File: config.mk
export PLATFORM = sky130hd
export DESIGN_NAME = ex_muldiv_iter
export DESIGN_NICKNAME = d
export VERILOG_FILES = /design/src/rtl/ex_muldiv_iter.sv
export SDC_FILE = /design/constraint.sdc
export NUM_CORES = 1
export LEC_CHECK = 0
export CAP_MARGIN = 20
export CORE_MARGIN = 1
export CORE_UTILIZATION = 25
export DETAILED_ROUTE_END_ITERATION = 12
export PLACE_DENSITY = 0.47
export REMOVE_ABC_BUFFERS = 1
export SLEW_MARGIN = 40
export SYNTH_ARGS = -nofsm -noshare
export SYNTH_HDL_FRONTEND = slang
export SYNTH_SLANG_ARGS = --single-unit
File: constraint.sdc
create_clock -name clk -period 4.1 [get_ports clk]
set_input_delay 0.82 -clock clk [delete_from_list [all_inputs] [get_ports clk]]
set_output_delay 0.82 -clock clk [all_outputs]
set_load 0.01 [all_outputs]
File: src/rtl/ex_muldiv_iter.sv
// Iterative RV32M/RV64M multiply/divide unit for the execute stage.
// Shift-add multiply and restoring divide on operand magnitudes, UNROLL bits per
// CALC cycle, sign fix-up in FIX, one-cycle result pulse in DONE.
// Divide-by-zero and signed overflow bypass the iteration entirely.
module ex_muldiv_iter #(
  parameter int XLEN   = 32,
  parameter int UNROLL = 1,
  parameter int TAG_W  = 5
) (
  input  logic             clk,
  input  logic             rst,
  input  logic             start_i,
  input  logic [2:0]       op_i,
  input  logic [XLEN-1:0]  rs1_i,
  input  logic [XLEN-1:0]  rs2_i,
  input  logic [TAG_W-1:0] tag_i,
  input  logic             flush_i,
  output logic             ready_o,
  output logic             busy_o,
  output logic             valid_o,
  output logic [XLEN-1:0]  result_o,
  output logic [TAG_W-1:0] tag_o
);

  localparam int N  = XLEN / UNROLL;
  localparam int CW = $clog2(N + 1);
  localparam logic [CW-1:0]   CNT_INIT = CW'(N - 1);
  localparam logic [XLEN-1:0] XMIN     = {1'b1, {(XLEN-1){1'b0}}};

  typedef enum logic [1:0] {IDLE, CALC, FIX, DONE} state_t;

  state_t              state;
  logic [CW-1:0]       cnt;
  logic [XLEN-1:0]     hi, lo, breg;
  logic [2:0]          op_q;
  logic [TAG_W-1:0]    tag_q;
  logic                neg_q, rneg_q;

  // issue-side decode
  logic                a_sgn, b_sgn, sa, sb, div_zero, div_ovf;
  logic [XLEN-1:0]     amag, bmag, spec_res;
  // iteration / fix-up
  logic [XLEN-1:0]     hi_nx, lo_nx, q_s, r_s, fix_res;
  logic [XLEN:0]       t;
  logic [2*XLEN-1:0]   prod, prod_s;

  // Operand signedness, magnitudes and special-case detection for the incoming op.
  always_comb begin
    a_sgn    = (op_i == 3'd1) || (op_i == 3'd2) || (op_i == 3'd4) || (op_i == 3'd6);
    b_sgn    = (op_i == 3'd1) || (op_i == 3'd4) || (op_i == 3'd6);
    sa       = a_sgn & rs1_i[XLEN-1];
    sb       = b_sgn & rs2_i[XLEN-1];
    amag     = sa ? -rs1_i : rs1_i;
    bmag     = sb ? -rs2_i : rs2_i;
    div_zero = op_i[2] && (rs2_i == '0);
    div_ovf  = op_i[2] && !op_i[0] && (rs1_i == XMIN) && (rs2_i == '1);
    spec_res = '0;
    if (div_zero)     spec_res = op_i[1] ? rs1_i : '1;
    else if (div_ovf) spec_res = op_i[1] ? '0 : rs1_i;
  end

  // UNROLL steps of shift-add (hi:lo = running product) or restoring divide
  // (hi = partial remainder, lo = dividend shifting out / quotient shifting in).
  always_comb begin
    hi_nx = hi;
    lo_nx = lo;
    t     = '0;
    for (int i = 0; i < UNROLL; i++) begin
      if (op_q[2]) begin
        t     = {hi_nx, lo_nx[XLEN-1]};
        lo_nx = {lo_nx[XLEN-2:0], 1'b0};
        if (t >= {1'b0, breg}) begin
          t        = t - {1'b0, breg};
          lo_nx[0] = 1'b1;
        end
        hi_nx = t[XLEN-1:0];
      end else begin
        t     = {1'b0, hi_nx} + (lo_nx[0] ? {1'b0, breg} : '0);
        lo_nx = {t[0], lo_nx[XLEN-1:1]};
        hi_nx = t[XLEN:1];
      end
    end
  end

  // Sign restoration and result selection applied in FIX.
  always_comb begin
    prod   = {hi, lo};
    prod_s = neg_q  ? -prod : prod;
    q_s    = neg_q  ? -lo   : lo;
    r_s    = rneg_q ? -hi   : hi;
    case (op_q)
      3'd0:              fix_res = prod_s[XLEN-1:0];
      3'd1, 3'd2, 3'd3:  fix_res = prod_s[2*XLEN-1:XLEN];
      3'd4, 3'd5:        fix_res = q_s;
      default:           fix_res = r_s;
    endcase
  end

  // Control FSM with registered handshake outputs; flush overrides everything but reset.
  always_ff @(posedge clk or negedge rst) begin
    if (!rst) begin
      state    <= IDLE;
      cnt      <= '0;
      hi       <= '0;
      lo       <= '0;
      breg     <= '0;
      op_q     <= '0;
      tag_q    <= '0;
      neg_q    <= 1'b0;
      rneg_q   <= 1'b0;
      ready_o  <= 1'b1;
      busy_o   <= 1'b0;
      valid_o  <= 1'b0;
      result_o <= '0;
      tag_o    <= '0;
    end else if (flush_i) begin
      state   <= IDLE;
      ready_o <= 1'b1;
      busy_o  <= 1'b0;
      valid_o <= 1'b0;
    end else begin
      case (state)
        IDLE: begin
          valid_o <= 1'b0;
          if (start_i) begin
            op_q    <= op_i;
            tag_q   <= tag_i;
            neg_q   <= sa ^ sb;
            rneg_q  <= sa;
            hi      <= '0;
            lo      <= amag;
            breg    <= bmag;
            cnt     <= CNT_INIT;
            ready_o <= 1'b0;
            if (div_zero || div_ovf) begin
              state    <= DONE;
              valid_o  <= 1'b1;
              result_o <= spec_res;
              tag_o    <= tag_i;
            end else begin
              state  <= CALC;
              busy_o <= 1'b1;
            end
          end
        end
        CALC: begin
          hi <= hi_nx;
          lo <= lo_nx;
          if (cnt == '0) state <= FIX;
          else           cnt   <= cnt - CW'(1);
        end
        FIX: begin
          state    <= DONE;
          busy_o   <= 1'b0;
          valid_o  <= 1'b1;
          result_o <= fix_res;
          tag_o    <= tag_q;
        end
        DONE: begin
          state   <= IDLE;
          valid_o <= 1'b0;
          ready_o <= 1'b1;
        end
        default: state <= IDLE;
      endcase
    end
  end

endmodule

# [Word-level counts from Yosys, hierarchy flattened]
# Cells that the tools add are included.
# W data, S select, Z words.
[totals] out_inout_bits=40 wordCells=120 ff_bits=154 input_bits=76
[op_classes] mux=44 eq_ne=20 magnitude_cmp=1 add_sub_neg=8 reduce_logical=29 bitwise_logic=4
[op_table] op="$mux W32" n=16
[op_table] op="$pmux W32 S2" n=3
[op_table] op="$neg A32 Y32" n=4
[op_table] op="$pmux W32 S3" n=1
[op_table] op="$eq A32 B32 Y1 const B" n=2
[op_table] op="$mux W64" n=1
[op_table] op="$neg A64 Y64" n=1
[op_table] op="$add A32 B32 Y33" n=1
[op_table] op="$ge A33 B32 Y1" n=1
[op_table] op="$logic_not A32 Y1" n=1
[op_table] op="$sub A32 B32 Y32" n=1
[op_table] op="$eq A3 B3 Y1 const B" n=4
[op_table] op="$mux W6" n=2
[op_table] op="$pmux W6 S2" n=1
[op_table] op="$mux W5" n=2
[op_table] op="$pmux W5 S2" n=1
[op_table] op="$eq A3 B2 Y1 const B" n=3
[op_table] op="$mux W1" n=9
[op_table] op="$ne A3 B3 Y1 const B" n=3
[op_table] op="$reduce_and A3 Y1" n=3
[op_table] op="$mux W2" n=4
[op_table] op="$pmux W2 S4" n=1
[op_table] op="$reduce_and A4 Y1" n=2
[op_table] op="$eq A3 B1 Y1 const B" n=2
[op_table] op="21 further kinds" n=37

# [Longest topological paths before layout]
[depth] ltp_word=9 ltp_mapped=14 depth_no_buf=13

# [Least setup slack after synthesis]
# Ideal clock, no wire load.
[synth_timing] path_kind="input to register" startpoint="in rs1_i[1]" endpoint="reg result_o[24]" arrival_ns=3.260 stages=12 path_slack_ns=0.750 path_buffers=2 required_time_ns=4.010 setup_time_ns=0.091 path_cell_list="inv_1 -> ha_1 -> or4b_2 -> nor3_2 -> nand3_1 -> or3_1 -> o31ai_1 -> nor2b_1 -> buf_2 -> buf_4 -> o21ai_0 -> o221ai_1"
[synth_between] elab_chain_len=8 word_cells_on_any_way=11 classes_between="eq/ne: 2; mux: 5; reduce/logical: 4"
[synth_lines] element="start: declaration" line="14" rtl="input logic [XLEN-1:0] rs1_i,"
[synth_lines] element="$eq A32 B32 Y1 *" line="56" rtl="div_ovf = op_i[2] && !op_i[0] && (rs1_i == XMIN) && (rs2_i == '1);"
[synth_lines] element="$logic_and A1 B1 Y1 * (2 in a row)" line="56"
[synth_lines] element="$mux W32" line="59" rtl="else if (div_ovf) spec_res = op_i[1] ? '0 : rs1_i;"
[synth_lines] element="$mux W32" line="58" rtl="if (div_zero) spec_res = op_i[1] ? rs1_i : '1;"
[synth_lines] element="$mux W32" line="135" rtl="if (div_zero || div_ovf) begin"
[synth_lines] element="$mux W32" line="125" rtl="if (start_i) begin"
[synth_lines] element="$pmux W32 S2" line="122" rtl="case (state)"
[synth_lines] element="end signal: assignment" line="138" rtl="result_o <= spec_res;"
[synth_lines] element="end signal: assignment" line="156" rtl="result_o <= fix_res;"
[synth_lines] element="end: declaration" line="21" rtl="output logic [XLEN-1:0] result_o,"
# Every way passes the cells marked *; elsewhere a longest branch is shown, timed or not. The select of a mux whose other input is x is not followed.
# A chain may end at the register's enable or synchronous reset.

# [Worst setup path after layout]
[layout_timing] startpoint="reg lo[0]" endpoint="reg hi[28]"
[layout_between] elab_chain_len=4
[layout_lines] element="start: declaration" line="34" rtl="logic [XLEN-1:0] hi, lo, breg;"
[layout_lines] element="start signal: assignment" line="131" rtl="lo <= amag;"
[layout_lines] element="start signal: assignment" line="148" rtl="lo <= lo_nx;"
[layout_lines] element="$mux W32" line="78" rtl="t = {1'b0, hi_nx} + (lo_nx[0] ? {1'b0, breg} : '0);"
[layout_lines] element="$add A32 B32 Y33" line="78"
[layout_lines] element="$mux W32" line="69" rtl="if (op_q[2]) begin"
[layout_lines] element="$pmux W32 S2" line="122"
[layout_lines] element="end signal: assignment" line="147" rtl="hi <= hi_nx;"
[layout_lines] element="end: declaration" line="34"
# No other way between the ends.

==> flow_summary.yaml <==
logic_synthesis:
  yosysMostFrequentCell: "o21ai_0"
  synth_edf_count: 0
  yosys-top-cells-count: "o21ai_0, nand2_1, nor2_1, dfrtp_1, a21oi_1"
  synth_top_flop_cell: "dfrtp_1"
  synth_top_area_frac: 0.252
  syn_area_mm2: 0.0152
  synth_top_area_cell: "dfrtp_1"
  syn_inst: 1995
  ys_seq_area_frac: 0.254
  ys_async_sr_fraction: 1.00
  synth_area_leaders: "dfrtp_1, o21ai_0, ha_1"
  synth_cell_types: 92
  ys_warn_count: 0
  ys_ff_latch: 154
  postSynthAreaPerCell_um2: 7.62
grt:
  grt_first_pass_wirelength_um: 92600
  antenna_found_initial: 1
  grt_use_total: 0.195
  grt_overflow: 0
  grt_max_degree: 86
  grt_pass1_vias: 15100
setup_path:
  cpMaxStageDelayCell: "dfrtp_1"
  cp.arrival_ps: 4170
  startpoint: "lo[0]$_DFFE_PN0P_"
  crit_buf_inv: 2
  crit_path_cell_trace: "inv_1, buf_4, nor2_1, ha_1, a21o_1, a221oi_1, o211ai_1, a21oi_1, nor2_1, a311oi_1, xnor2_1, a22oi_1, o21ai_0"
  start_kind: "flip-flop"
  critical_path.max_fanout: 22
  slowest_delay_ps: 470
  critPathCaptureType: "flip-flop"
  path_class: "reg2reg"
  rr_startpoint: "lo[0]$_DFFE_PN0P_"
  worstPathRequired_ps: 4480
  crit_top_cell: "nor2_1"
  cp_top_family: "compound AO/OA/AOI/OAI gates"
placement:
  io_buffer_count: 115
  routabilityCongestion: 0.924
  place_ws_ps: -43.6
  dp_hpwl_um: 46700
timing:
  hold_viol: 0
  setup_violations: 0
  slew_violations: 0
  finalWorstSetupSlack_ps: 312
  hold_ws_ps: 328
  fin_skew_ps: 15.9
  max-slew-margin-rel: 0.461
  setup_tns_ps: 0
  fmax_mhz: 264
  period_needed_ps: 3790
  max_slew.worst_pin.slew_ps: 808
  fin_crit_sh: 0.924
  rsz0062_at_grt: "false"
routing:
  m1WireLength_um: 28000
  top_layer: "met4"
  wl_per_cell_um: 20.6
  wl_met2_um: 26500
  dr.pass1.iters: 6
  via_count: 15500
  met3WireLength_um: 3580
  drc: 0
  drtIter0Drc: 1216
  routed_wirelength_um: 59900
  ant_nets: 0
  viasPerCell: 5.31
clocking:
  ctsHoldBuffers: 0
  cts_sinks: 154
  clock_latency_ps: 510
  cts_resized: 0
  clockBufferDepth: 2
  cts_setup_buffers: 0
  numCtsBuffers: 17
  clkTransAtPathRegs_ps: 80
  root_buffer: "clkbuf_16"
  h-tree-depth: 4
  cts_tree: "built"
cells_and_area:
  nets: 2269
  drive_above_1_share: 0.0963
  syn_to_final_growth_pct: 21.2
  final_util: 0.306
  n_fill_cell: 6487
job:
  maxCapViolations: 0
status:
  outcome: "completed"
power:
  power-per-cell-area_mw_per_mm2: 845
  pwr-share-comb: 0.685
  p_seq_frac: 0.204
  p_leak_uw: 0.00762
  vdd_ir_drop_max_mv: 0.352
  pwr-share-clk: 0.111
  fin_total_pwr_uw: 15600
  intPower_uw: 7340
  p_sw_uw: 8220
  swShare: 0.528
floorplanning:
  die_area_mm2: 0.0618
  initial_core_util: 0.252
  die_h_um: 249
  fp.dieW_um: 249
  core_area_mm2: 0.0602
  rows: 90
  pin_count: 116
min_path:
  holdCritPathClass: "in2async"
==> power by group through the flow <==
stage / clock (uW) / combinational [uW] / sequential (uW)
floorplan: 0 / 6820 / 3070
global placement: 0 / 10500 / 3170
detailed placement: 0 / 10500 / 3190
CTS: 1760 / 10600 / 3170
global route: 1800 / 11700 / 3290
finish: 1720 / 10700 / 3170
==> logic make-up (layout without fill, tap and decap cells) <==
kind of cell             Yosys count  after routing  share of synthesized area
adder cells (fa/ha/maj)           77             77                     0.0644
other                              0              1                          0
AO/OA/AOI/OAI                    664            664                      0.273
buffers and inverters            203            337                     0.0526
multiplexers                      62             62                     0.0418
AND/OR/NAND/NOR                  646            646                      0.205
flip-flops                       154            154                      0.254
XOR/XNOR                         189            189                      0.109
==> final timing paths <==
kind	to	slack (ps)	depth (start not counted)
max in group asynchronous	breg[23]$_DFFE_PN0P_	2810	2
worst max-delay path	hi[28]$_DFFE_PN0P_	310	13
worst max register to register	hi[28]$_DFFE_PN0P_	310	13
worst min register to register	breg[2]$_DFFE_PN0P_	480	2
min in group clk	breg[2]$_DFFE_PN0P_	480	2
worst min-delay path	result_o[1]$_DFFE_PN0P_	330	1
==> state kept, by name (all words and copies together) (netlist names), 2 cells and up <==
register  flops
tag_q         5
cnt           6
hi           32
state         2
op_q          3
lo           32
result_o     32
breg         32
tag_o         5
==> area by class of cell <==
cell class	count	area (um^2)	share of cell area
diodes	1	2.50	0.000136
well taps	782	978	0.0531
repair buffers	239	2170	0.118
inverters	66	248	0.0134
clock buffers	18	429	0.0233
flip-flops and latches	154	3860	0.209
clock inverters	14	161	0.00876
multi-input cells	1638	10600	0.574
==> per-stage QoR <==
step | instance area [um^2] | instances
2_1_floorplan | 14600 | 1858
3_3_place_gp | 17800 | 2879
3_5_place_dp | 17800 | 2879
4_1_cts | 18400 | 2911
5_1_grt | 18400 | 2912
6_report | 18400 | 2912
==> cells in the final DEF (no fill, tap or decap), types with 20 or more instances in the layout <==
cell type	n
o21ai_0	250
nand2_1	234
nor2_1	168
dfrtp_1	151
a21oi_1	123
buf_4	117
clkdlybuf4s50_1	114
xnor2_1	98
xor2_1	91
ha_1	74
inv_1	65
mux2i_1	50
a21o_1	35
nor3_1	34
a31oi_1	27
nand3_1	26
o31ai_1	26
nand4_1	24
o211ai_1	23
or4_1	22
or3_1	20
==> worst reg2reg max path, stage by stage (launching register included) <==
cell      delay (ps)
dfrtp_1          470
inv_1            370
buf_4            330
nor2_1           100
ha_1             360
a21o_1           240
a221oi_1         390
o211ai_1         170
a21oi_1          270
nor2_1           140
a311oi_1         400
xnor2_1          130
a22oi_1          190
o21ai_0          110
==> per-layer routing <==
metal  up-vias  global-route usage
li1       7474                   -
met2       506               0.302
met4         0              0.0768
met1      7400               0.266
met3        81              0.0358
met5         -                   0
(Power assumes the default switching activity.)
